### src/rtl/seq_divider.sv
// rtl/seq_divider.sv - sequential restoring divider, one quotient bit per clock.
// Optional DIV_EARLY_EXIT_EN: finish in two cycles when dividend < divisor.
module seq_divider #(
  parameter int WIDTH = 4
) (
  input  logic             clk,
  input  logic             rst_n,
  input  logic             start,
  input  logic [WIDTH-1:0] dividend,
  input  logic [WIDTH-1:0] divisor,
  output logic             busy,
  output logic             done,
  output logic [WIDTH-1:0] quotient,
  output logic [WIDTH-1:0] remainder,
  output logic             div_by_zero
);
  localparam int CW = $clog2(WIDTH + 1);

  typedef enum logic [1:0] {S_IDLE, S_CALC, S_FIN} state_t;

  state_t           r_state;
  state_t           w_next;
  logic [WIDTH-1:0] r_a;
  logic [WIDTH-1:0] r_q;
  logic [WIDTH-1:0] r_d;
  logic [CW-1:0]    r_cnt;
  logic             r_short;
  logic             r_dbz_cap;
  logic             r_done;
  logic [WIDTH-1:0] r_quot;
  logic [WIDTH-1:0] r_rem;
  logic             r_dbz;
  logic             w_accept;
  logic             w_div0;
  logic             w_short;
  logic [WIDTH:0]   w_a_sh;
  logic [WIDTH-1:0] w_sub;
  logic             w_fit;

  assign w_div0 = (divisor == '0);
`ifdef DIV_EARLY_EXIT_EN
  assign w_short = w_div0 || (dividend < divisor);
`else
  assign w_short = w_div0;
`endif

  // The partial remainder stays below the divisor, so it is held in WIDTH bits;
  // only the shifted value needs the extra bit for the compare.
  assign w_a_sh = {r_a, r_q[WIDTH-1]};
  assign w_fit  = (w_a_sh >= {1'b0, r_d});
  assign w_sub  = w_a_sh[WIDTH-1:0] - r_d;

  always_ff @(posedge clk or negedge rst_n) begin
    if (!rst_n) r_state <= S_IDLE;
    else        r_state <= w_next;
  end

  always_comb begin
    w_next = r_state;
    case (r_state)
      S_IDLE:  if (start) w_next = S_CALC;
      S_CALC:  if (r_cnt == CW'(1)) w_next = S_FIN;
      S_FIN:   w_next = S_IDLE;
      default: w_next = S_IDLE;
    endcase
  end

  always_comb begin
    busy     = (r_state != S_IDLE);
    w_accept = (r_state == S_IDLE) && start;
  end

  // Short operations (zero divisor, early exit) preload their answer and spend
  // a single CALC cycle without touching the accumulators.
  always_ff @(posedge clk or negedge rst_n) begin
    if (!rst_n) begin
      r_a       <= '0;
      r_q       <= '0;
      r_d       <= '0;
      r_cnt     <= '0;
      r_short   <= 1'b0;
      r_dbz_cap <= 1'b0;
      r_done    <= 1'b0;
      r_quot    <= '0;
      r_rem     <= '0;
      r_dbz     <= 1'b0;
    end else begin
      r_done <= 1'b0;
      if (w_accept) begin
        r_d       <= divisor;
        r_cnt     <= w_short ? CW'(1) : CW'(WIDTH);
        r_short   <= w_short;
        r_dbz_cap <= w_div0;
        r_a       <= w_short ? dividend : '0;
        r_q       <= w_div0 ? '1 : (w_short ? '0 : dividend);
        r_quot    <= '0;
        r_rem     <= '0;
        r_dbz     <= 1'b0;
      end else if (r_state == S_CALC) begin
        r_cnt <= r_cnt - CW'(1);
        if (!r_short) begin
          r_a <= w_fit ? w_sub : w_a_sh[WIDTH-1:0];
          r_q <= {r_q[WIDTH-2:0], w_fit};
        end
      end else if (r_state == S_FIN) begin
        r_quot <= r_q;
        r_rem  <= r_a;
        r_dbz  <= r_dbz_cap;
        r_done <= 1'b1;
      end
    end
  end

  assign done        = r_done;
  assign quotient    = r_quot;
  assign remainder   = r_rem;
  assign div_by_zero = r_dbz;
endmodule

### config.mk
export PLATFORM = sky130hd
export DESIGN_NAME = seq_divider
export DESIGN_NICKNAME = d
export VERILOG_FILES = /design/src/rtl/seq_divider.sv
export SDC_FILE = /design/constraint.sdc
export NUM_CORES = 1
export LEC_CHECK = 0
export ABC_AREA = 1
export BUFFER_PORTS_ARGS = -buffer_cell sky130_fd_sc_hd__clkbuf_2
export CAP_MARGIN = 40
export CORE_MARGIN = 1.5
export CORE_UTILIZATION = 49
export CTS_CLUSTER_DIAMETER = 30
export DETAILED_ROUTE_END_ITERATION = 8
export PLACE_DENSITY = 0.67
export SLEW_MARGIN = 20
export SYNTH_ARGS = -nofsm -noshare
export SYNTH_HDL_FRONTEND = slang
export SYNTH_SLANG_ARGS = --single-unit
### constraint.sdc
create_clock -name clk -period 4.2 [get_ports clk]
set_clock_uncertainty 0.15 [all_clocks]
set_input_delay 0.63 -clock clk [delete_from_list [all_inputs] [get_ports clk]]
set_output_delay 0.63 -clock clk [all_outputs]
set_load 0.1 [all_outputs]
==> impl_metrics.yaml <==
layout:
  insertedDiodeCount: 0
  postLayoutCoreUtil: 0.578
  nFillCells: 265
  area_growth_syn_to_layout_pct: 11.5
  regArea_um2: 701
  multi_input_area_um2: 601
  finalNetCount: 206
  final_layout_size_suffix_gt1_frac: 0.182
route:
  first_pass_iters: 4
  via_count: 1154
  drt_wl_total_um: 2760
  drtIter0Drc: 58
  antenna_left: 0
  wl_per_cell_um: 12.7
  drc: 0
  via_per_inst: 5.29
sta:
  finalSetupViolations: 0
  fin_tns_setup_ns: 0
  rsz0062_at_grt: "no"
  worst_slew_pin_slew_ns: 0.678
  hold_viol: 0
  fmax_mhz: 468
  finalMaxSlewViolations: 0
  post-route-period-util: 0.509
  period_minus_slack_ns: 2.14
  maxSlewHeadroom: 0.548
setup_path:
  crit_required_ns: 3.42
  cp_top_family: "buffers and inverters"
  critical_path_peak_fanout: 3
  cp.arrival_ns: 1.36
  start_kind: "flip-flop"
  worstSetupPathType: "reg2out"
  slowest_delay_ns: 0.44
  end_kind: "output pin"
  cp_cell_sequence: "inv_2 > nand2_1 > clkbuf_2"
  cpMaxStageDelayCell: "clkbuf_2"
  timing.critical_path.buf_inv: 2
clock_network:
  insertion_delay_ns: 0.33
  ctsHtreeMaxLevel: 1
  cts_tree: "built"
  cts_buffers: 3
  cts.sinks: 28
  cts.reportedPaths.clkPinSlew_ns: 0.15
  cts_buffer_depth: 2
  hold_buffers: 0
  ctsResizeCount: 0
  cts_root_buf: "clkbuf_4"
  post_cts_buffers: 0
min_path:
  min_path_type: "in2async"
synth:
  synth.avg_cell_area_um2: 8.57
  syn_nets: 185
  syn_inst: 167
  synth-seq-cells: 28
  ys_warn_count: 0
  synth_cell_types: 28
  synth-seq-area-share: 0.490
  synthesis.area_um2: 1430
global_route:
  globalRouteTotalUtil: 0.194
  grt_max_degree: 29
  grt_pass1_vias: 1144
  grt_pass1_wl_um: 4900
  grt_overflow: 0
  grt_antenna_before_repair: 0
floorplan:
  core-area_um2: 2760
  fp.dieH_um: 57.0
  rows: 19
  start_util: 0.519
  num_io_pins: 22
  die_w_um: 57.0
  die_area_um2: 3250
run:
  maxCapViolCount: 0
placed_design:
  port-buffer-count: 21
  dp_hpwl_um: 2150
  place_congestion: 0.888
outcome:
  outcome: "finished clean"
-- Yosys cell counts --
cell type / number / area, um^2
buf_4: 1 / 7.51
ha_1: 6 / 75.1
nand3_4: 1 / 17.5
clkbuf_1: 1 / 3.75
buf_6: 1 / 11.3
dfrtp_1: 28 / 701
inv_2: 4 / 15.0
inv_1: 22 / 82.6
a21oi_1: 8 / 40.0
nor2_4: 1 / 11.3
nor2_1: 12 / 45.0
o21bai_1: 1 / 7.51
o221ai_1: 3 / 26.3
nor2_2: 1 / 6.26
nand2_1: 31 / 116
nand4_1: 1 / 6.26
o22ai_1: 2 / 12.5
o21a_1: 1 / 7.51
o21ai_0: 12 / 60.1
nand3_1: 19 / 95.1
o21ai_1: 3 / 15.0
xor2_1: 1 / 8.76
buf_2: 2 / 10.0
xnor2_1: 1 / 8.76
o21ai_2: 1 / 8.76
nand2_2: 1 / 6.26
fa_1: 1 / 20.0
a31oi_1: 1 / 6.26
-- layout make-up --
type,instances,share of cell area
clock inverters,1,0.0188
inverters,26,0.0612
flip-flops and latches,28,0.439
well taps,31,0.0243
multi-input cells,108,0.376
repair buffers,21,0.0659
clock buffers,3,0.0141
-- metrics by stage --
step	instances	hold slack, ns	setup slack, ns	cell area [um^2]
final	218	0.147	2.06	1600
after CTS	218	0.172	2.05	1600
after detailed placement	214	0.330	2.22	1540
after global routing	218	0.192	2.01	1600
after global placement	214	0.320	2.25	1540
after floorplan	167	0.184	2.32	1430
-- flip-flops by register name, indices dropped and copies added, names as in the netlist, 2 cells and up --
register   count
r_a            4
quotient       4
r_cnt          3
remainder      4
r_state        2
r_d            4
r_q            4
-- cell families after synthesis --
logic type,share of synthesized area
AND/OR/NAND/NOR,0.212
AO/OA/AOI/OAI,0.129
buffers and inverters,0.0909
flip-flops,0.490
adder cells (fa/ha/maj),0.0664
XOR/XNOR,0.0122
-- final timing paths --
kind                                        start                 end  slack, ns  cells after the start
min reg2reg                r_state[0]$_DFFE_PN0P_      done$_DFF_PN0_       0.34                      1
min                                         rst_n      done$_DFF_PN0_       0.15                      1
max in group asynchronous                   rst_n  r_a[0]$_DFFE_PN0P_       3.32                      1
max                        r_state[1]$_DFFE_PN0P_                busy       2.06                      3
max reg2reg                    r_a[1]$_DFFE_PN0P_  r_a[1]$_DFFE_PN0P_       2.31                      8
min in group clk           r_state[0]$_DFFE_PN0P_      done$_DFF_PN0_       0.34                      1
-- layer usage --
metal | vias to the layer above | track usage | share of wire
met3 | 7 | 0.0295 | 0.031
met1 | 534 | 0.255 | 0.47
met5 | - | 0 | 0
met4 | 0 | 0.0797 | 0.023
li1 | 589 | - | -
met2 | 24 | 0.322 | 0.48
-- layout by cell type, fill, tap and decap left out --
master,instances
nand2_1,31
dfrtp_1,28
inv_1,22
clkbuf_2,21
nand3_1,19
o21ai_0,12
nor2_1,12
a21oi_1,8
ha_1,6
inv_2,4
o21ai_1,3
o221ai_1,3
clkbuf_4,3
o22ai_1,2
nor2_2,1
nand3_4,1
nand2_2,1
nor2_4,1
o21ai_2,1
a31oi_1,1
o21a_1,1
xor2_1,1
nand4_1,1
xnor2_1,1
o21bai_1,1
fa_1,1
bufinv_16,1
Power is left out: the tool's default activity adds up to more than one toggle a clock period on the data nets, which glitch-free logic cannot reach.
